### src/rtl/tm_pkg.sv
// Shared types and constants for the Tsetlin-machine clause and its LFSR.
// Latency: n/a (declarations only).
// Backpressure: n/a.
package tm_pkg;

    // Clause sequencer states.
    typedef enum logic [1:0] {
        ST_IDLE     = 2'd0,
        ST_EVAL     = 2'd1,
        ST_FEEDBACK = 2'd2,
        ST_DONE     = 2'd3
    } tm_state_e;

    // Feedback type select, as driven on fb_type.
    localparam logic FB_TYPE_I  = 1'b0;
    localparam logic FB_TYPE_II = 1'b1;

    // Right-shifting Galois form of x^16+x^14+x^13+x^11+1.
    localparam logic [15:0] LFSR_POLY         = 16'hB400;
    localparam logic [15:0] LFSR_SEED_DEFAULT = 16'hACE1;

endpackage

### src/rtl/tm_lfsr.sv
// 16-bit Galois LFSR, free-running, with seed load (zero seed maps to the default).
// Latency: new value one cycle after each edge; load takes effect on the next edge.
// Backpressure: none; steps every clk cycle unless load is high.
// Ports: clk, rst (async, active-high), load, seed[15:0] in; value[15:0] out.
module tm_lfsr
    import tm_pkg::*;
(
    input  logic        clk,
    input  logic        rst,
    input  logic        load,
    input  logic [15:0] seed,
    output logic [15:0] value
);

    always_ff @(posedge clk or posedge rst) begin
        if (rst) begin
            value <= LFSR_SEED_DEFAULT;
        end else if (load) begin
            // An all-zero state would lock the LFSR up, so substitute the default.
            value <= (seed == 16'h0000) ? LFSR_SEED_DEFAULT : seed;
        end else begin
            value <= {1'b0, value[15:1]} ^ (value[0] ? LFSR_POLY : 16'h0000);
        end
    end

endmodule

### src/rtl/tm_clause.sv
// Tsetlin-machine clause: NUM_LIT automata, AND-of-included-literals eval, serial Type I/II feedback.
// Latency: clause_out/done in cycle 2 after start; with feedback done in cycle NUM_LIT+2.
// Backpressure: start accepted only in IDLE (busy low); start while busy is dropped, not queued.
// Ports: clk, rst, start, train, fb_en, fb_type, literals, prob_thresh, seed_load, seed in;
//        busy, done, clause_out, include_mask out.
module tm_clause
    import tm_pkg::*;
#(
    parameter int NUM_LIT    = 8,
    parameter int STATE_BITS = 3,
    parameter int PROB_BITS  = 8
) (
    input  logic                 clk,
    input  logic                 rst,
    input  logic                 start,
    input  logic                 train,
    input  logic                 fb_en,
    input  logic                 fb_type,
    input  logic [NUM_LIT-1:0]   literals,
    input  logic [PROB_BITS-1:0] prob_thresh,
    input  logic                 seed_load,
    input  logic [15:0]          seed,
    output logic                 busy,
    output logic                 done,
    output logic                 clause_out,
    output logic [NUM_LIT-1:0]   include_mask
);

    // A single-literal clause still needs a 1-bit index register.
    localparam int IDX_W = (NUM_LIT > 1) ? $clog2(NUM_LIT) : 1;

    localparam logic [STATE_BITS-1:0] THRESH   = STATE_BITS'(2 ** (STATE_BITS - 1));
    localparam logic [STATE_BITS-1:0] TA_RST   = STATE_BITS'(2 ** (STATE_BITS - 1) - 1);
    localparam logic [STATE_BITS-1:0] TA_MAX   = '1;
    localparam logic [IDX_W-1:0]      LAST_IDX = IDX_W'(NUM_LIT - 1);

    tm_state_e state, state_nxt;

    logic [NUM_LIT-1:0][STATE_BITS-1:0] ta_state;
    logic [IDX_W-1:0]                   fb_idx;

    // Round parameters frozen at the accepted start.
    logic                 cap_train;
    logic                 cap_fb_en;
    logic                 cap_fb_type;
    logic [NUM_LIT-1:0]   cap_lit;
    logic [PROB_BITS-1:0] cap_thresh;

    logic [15:0] lfsr_val;
    logic        lfsr_unused;
    logic        accept;
    logic        eval_res;
    logic        hit;
    logic        ta_inc;
    logic        ta_dec;
    logic [STATE_BITS-1:0] ta_cur;
    logic [STATE_BITS-1:0] ta_nxt;
    logic        lit_cur;

    assign accept = (state == ST_IDLE) && start;

    tm_lfsr u_lfsr (
        .clk   (clk),
        .rst   (rst),
        .load  (seed_load && (state == ST_IDLE)),
        .seed  (seed),
        .value (lfsr_val)
    );

    // Only the low PROB_BITS feed the compare; the rest just keep the sequence long.
    assign lfsr_unused = ^lfsr_val;

    genvar gi;
    generate
        for (gi = 0; gi < NUM_LIT; gi++) begin : g_inc
            assign include_mask[gi] = (ta_state[gi] >= THRESH);
        end
    endgenerate

    // Empty clause votes 1 while training so that feedback can grow it,
    // but must not fire during inference.
    always_comb begin
        eval_res = &(~include_mask | cap_lit);
        if (include_mask == '0) begin
            eval_res = cap_train;
        end
    end

    // Feedback for the automaton currently addressed by fb_idx.
    always_comb begin
        ta_cur  = ta_state[fb_idx];
        lit_cur = cap_lit[fb_idx];
        hit     = (lfsr_val[PROB_BITS-1:0] < cap_thresh);
        ta_inc  = 1'b0;
        ta_dec  = 1'b0;
        if (cap_fb_type == FB_TYPE_I) begin
            if (clause_out && lit_cur) begin
                ta_inc = !hit;
            end else begin
                ta_dec = hit;
            end
        end else begin
            ta_inc = clause_out && !lit_cur && (ta_cur < THRESH);
        end
        ta_nxt = ta_cur;
        if (ta_inc && (ta_cur != TA_MAX)) begin
            ta_nxt = ta_cur + STATE_BITS'(1);
        end else if (ta_dec && (ta_cur != '0)) begin
            ta_nxt = ta_cur - STATE_BITS'(1);
        end
    end

    // FSM: state register.
    always_ff @(posedge clk or posedge rst) begin
        if (rst) begin
            state <= ST_IDLE;
        end else begin
            state <= state_nxt;
        end
    end

    // FSM: next state.
    always_comb begin
        state_nxt = state;
        case (state)
            ST_IDLE:     if (start) state_nxt = ST_EVAL;
            ST_EVAL:     state_nxt = (cap_train && cap_fb_en) ? ST_FEEDBACK : ST_DONE;
            ST_FEEDBACK: if (fb_idx == LAST_IDX) state_nxt = ST_DONE;
            ST_DONE:     state_nxt = ST_IDLE;
            default:     state_nxt = ST_IDLE;
        endcase
    end

    // FSM: outputs.
    always_comb begin
        busy = (state != ST_IDLE);
        done = (state == ST_DONE);
    end

    // Datapath: capture, evaluation and per-automaton updates.
    always_ff @(posedge clk or posedge rst) begin
        if (rst) begin
            cap_train   <= 1'b0;
            cap_fb_en   <= 1'b0;
            cap_fb_type <= FB_TYPE_I;
            cap_lit     <= '0;
            cap_thresh  <= '0;
            clause_out  <= 1'b0;
            fb_idx      <= '0;
            ta_state    <= {NUM_LIT{TA_RST}};
        end else begin
            if (accept) begin
                cap_train   <= train;
                cap_fb_en   <= fb_en;
                cap_fb_type <= fb_type;
                cap_lit     <= literals;
                cap_thresh  <= prob_thresh;
            end
            if (state == ST_EVAL) begin
                clause_out <= eval_res;
                fb_idx     <= '0;
            end
            if (state == ST_FEEDBACK) begin
                ta_state[fb_idx] <= ta_nxt;
                fb_idx           <= fb_idx + IDX_W'(1);
            end
        end
    end

endmodule

### config.mk
export PLATFORM = sky130hd
export DESIGN_NAME = tm_clause
export DESIGN_NICKNAME = d
export VERILOG_FILES = /design/src/rtl/tm_pkg.sv /design/src/rtl/tm_lfsr.sv /design/src/rtl/tm_clause.sv
export SDC_FILE = /design/constraint.sdc
export NUM_CORES = 1
export LEC_CHECK = 0
export ABC_AREA = 1
export BUFFER_PORTS_ARGS = -buffer_cell sky130_fd_sc_hd__buf_2
export CAP_MARGIN = 15
export CORE_UTILIZATION = 62
export DETAILED_ROUTE_END_ITERATION = 10
export MAX_ROUTING_LAYER = met4
export PLACE_DENSITY = 0.85
export SLEW_MARGIN = 15
export SYNTH_ARGS = -nofsm -noshare
export SYNTH_HDL_FRONTEND = slang
export SYNTH_HIERARCHICAL = 1
export SYNTH_SLANG_ARGS = --single-unit
### constraint.sdc
create_clock -name clk -period 3.9 [get_ports clk]
set_input_delay 0.39 -clock clk [delete_from_list [all_inputs] [get_ports clk]]
set_output_delay 0.39 -clock clk [all_outputs]
set_load 0.005 [all_outputs]
==> reports/summary.txt <==
clock tree buffer depth = 2
RR Startpoint = fb_idx[0]
Slew @ Worst Pin = 773 ps
total power = 3.41 mW
RSZ-0062 raised after global routing = no
Post-Syn Instances = 468
Final Wtd Congestion = 0.892
CP max stage delay = 850 ps
num rows = 27
most frequent cells in the layout = 126 x nand2_1, 69 x nor2_1, 56 x inv_1, 49 x buf_2, 41 x dfrtp_1
Finish-stage setup viols = 0
Starting Density = 65.4%
Die Ht = 78.9 um
pre-CTS setup slack = 1090 ps
Synth cell types = 35
Worst VDD drop = 502 uV
PwrDens = 819 nW/um^2
Filler cells = 413
final core occ = 74.2%
Post-CTS Setup Bufs = 0
Port-buffer cells = 49
yosys warns = 6
NumNets Final = 570
Slew Viols, Final = 0
CP startpoint kind = flop
max_slew headroom = 48.5%
chain of cells forming the critical path = nor2_1 > nor2_1 > o21ai_0 > nand4_1 > inv_1 > ha_1 > ha_1 > or2_2 > nor2_2 > nand2_1 > nand2_1 > nand2_1 > nand2_2 > nand2_4 > nand2_1 > nand2_1
minimum hold slack = 85.8 ps
grt ovf = 0
worst-case reg-to-reg path depth = 16
htree depth = 3
worst setup path category = reg -> reg
first-pass GRT wire length = 13.4 mm
hpwl dp = 5.77 mm
largest net degree at the start of global routing = 50
Residual DRC = 0
vias in the first global route = 2883
register area share after synthesis = 45.1%
Post-Syn Nets = 525
crit path max fanout = 20
Syn Area/Cell = 7.84 um^2
CTS Root Cell = clkbuf_8
die area = 6230 um^2
Worst Skew = 7.18 ps
setup TNS = 0 ps
FMAX = 349 MHz
# resized after CTS = 0
CTS Buf Count = 9
clock transition at the registers of the reported paths = 70 ps
Synth Cell Area = 3670 um^2
largest family of logic cells by synthesized area = simple AND/OR/NAND/NOR gates
Req. time, crit path = 4180 ps
Critical Path Sink Type = flop
ANT nets after route = 0
Crit-path slowest cell = dfrtp_1
Iter 0 DRT Violations = 353
minimum clock period after layout = 2870 ps
compound-cell area share of the yosys netlist = 7.67%
total number of vias = 3204
antenna diode count = 0
initial antenna violation count = 0
register-to-register setup slack = 1030 ps
IO Pins = 50
final hold violations = 0
share of cells above drive strength 1 = 23.0%
EDFF count, synth = 0
Simple-Gate Fraction of Synth Area = 30.1%
WL/cell = 13.9 um
clock sinks = 65
XOR/XNOR Fraction of Synth Area = 0.716%
CTS Hold Bufs = 0
Synth Area in Adders = 6.14%
mux contribution to synthesized area = 0.921%
CTS tree = built
Worst EP arrival = 3150 ps
Tot GR Track Use = 29.4%
most common flop cell mapped by yosys = dfrtp_1
worst min path class = in -> async
status = complete, no violations
Pleak = 2.17 nW
most common cell after layout, fill and taps aside = nand2_1
Die W = 78.9 um
layout overhead on the synthesized area = 13.4%
worst setup margin = 1030 ps
WL final = 8.20 mm
final worst path period share = 73.5%
latest clock arrival within the worst-skew pair = 350 ps
drt pass-1 iters = 5
FF-to-FF End = ta_state[6]
most frequent CP cell = nand2_1
core area = 5610 um^2
drt via density = 5.43
FFs w/ async S/R, synth = 100%
max_cap viols = 0
Yosys reg bits = 65
[metal layers]
metal / global-route usage (%) / up-vias / routed length, um
met5: - / - / 0
li1: - / 1558 / -
met3: 7.59 / 16 / 470
met4: 10.9 / 0 / 161
met2: 45.6 / 117 / 4000
met1: 37.4 / 1513 / 3570
[synth_stat cells, types with 2 or more instances]
library cell	n	share of area, %
a21oi_1	30	4.1
buf_6	3	0.92
clkbuf_1	11	1.1
dfrtp_1	41	28
dfstp_2	24	17
ha_1	18	6.1
inv_1	57	5.8
mux2_2	3	0.92
nand2_1	126	13
nand2_2	5	0.85
nand2_4	3	0.92
nand3_1	28	3.8
nand3_2	2	0.55
nand3_4	2	0.95
nand4_1	4	0.68
nor2_1	69	7.1
nor2_2	6	1.0
o21ai_0	15	2.0
o22ai_1	4	0.68
xor2_1	2	0.48
[stage by stage]
step | area [um^2] | instances
CTS | 4140 | 589
detailed placement | 3910 | 573
global route | 4160 | 590
finish | 4160 | 590
global placement | 3910 | 573
floorplan | 3670 | 468
[critical path, delay by kind of cell, from the launching register on]
kind / cells / cell delay (ps)
compound gates: 1 / 90
fa+ha+maj: 2 / 370
simple gates: 12 / 1410
buf+inv: 1 / 70
flops: 1 / 850
[where the power goes]
| part | switching [mW] | internal, mW |
|---|---|---|
| Sequential | 0.191 | 0.998 |
| Combinational | 1.01 | 0.551 |
| Clock | 0.264 | 0.395 |
| Total | 1.46 | 1.94 |
[cell families after synthesis]
kind of cell | count (synthesis)
AO/OA/AOI/OAI | 53
XOR/XNOR | 3
adder cells (fa/ha/maj) | 18
buffers and inverters | 77
flip-flops | 65
multiplexers | 3
AND/OR/NAND/NOR | 249
[cell type report]
type | instances | area (um^2) | share of cell area (%)
clock buffers | 12 | 155 | 3.73
clock inverters | 4 | 75.1 | 1.80
inverters | 60 | 238 | 5.71
multi-input cells | 326 | 1670 | 40.2
flip-flops and latches | 65 | 1660 | 39.8
well taps | 72 | 90.1 | 2.17
repair buffers | 51 | 273 | 6.56
[how the worst max path moves through the flow]
stage | startpoint | endpoint
after CTS | fb_idx[0] | ta_state[6]
final | fb_idx[0] | ta_state[6]
after detailed placement | fb_idx[0] | ta_state[6]
after floorplan | fb_idx[0] | ta_state[21]
after global routing | fb_idx[0] | ta_state[6]
after global placement | fb_idx[0] | ta_state[14]
[registers in the layout, summed over array words and instances, names as in the netlist]
name / flops
cap_train: 1
cap_fb_type: 1
u_lfsr/value: 16
clause_out: 1
state: 2
cap_lit: 8
fb_idx: 3
ta_state: 24
cap_fb_en: 1
cap_thresh: 8
Note: power is estimated with default switching activity, not from simulation.
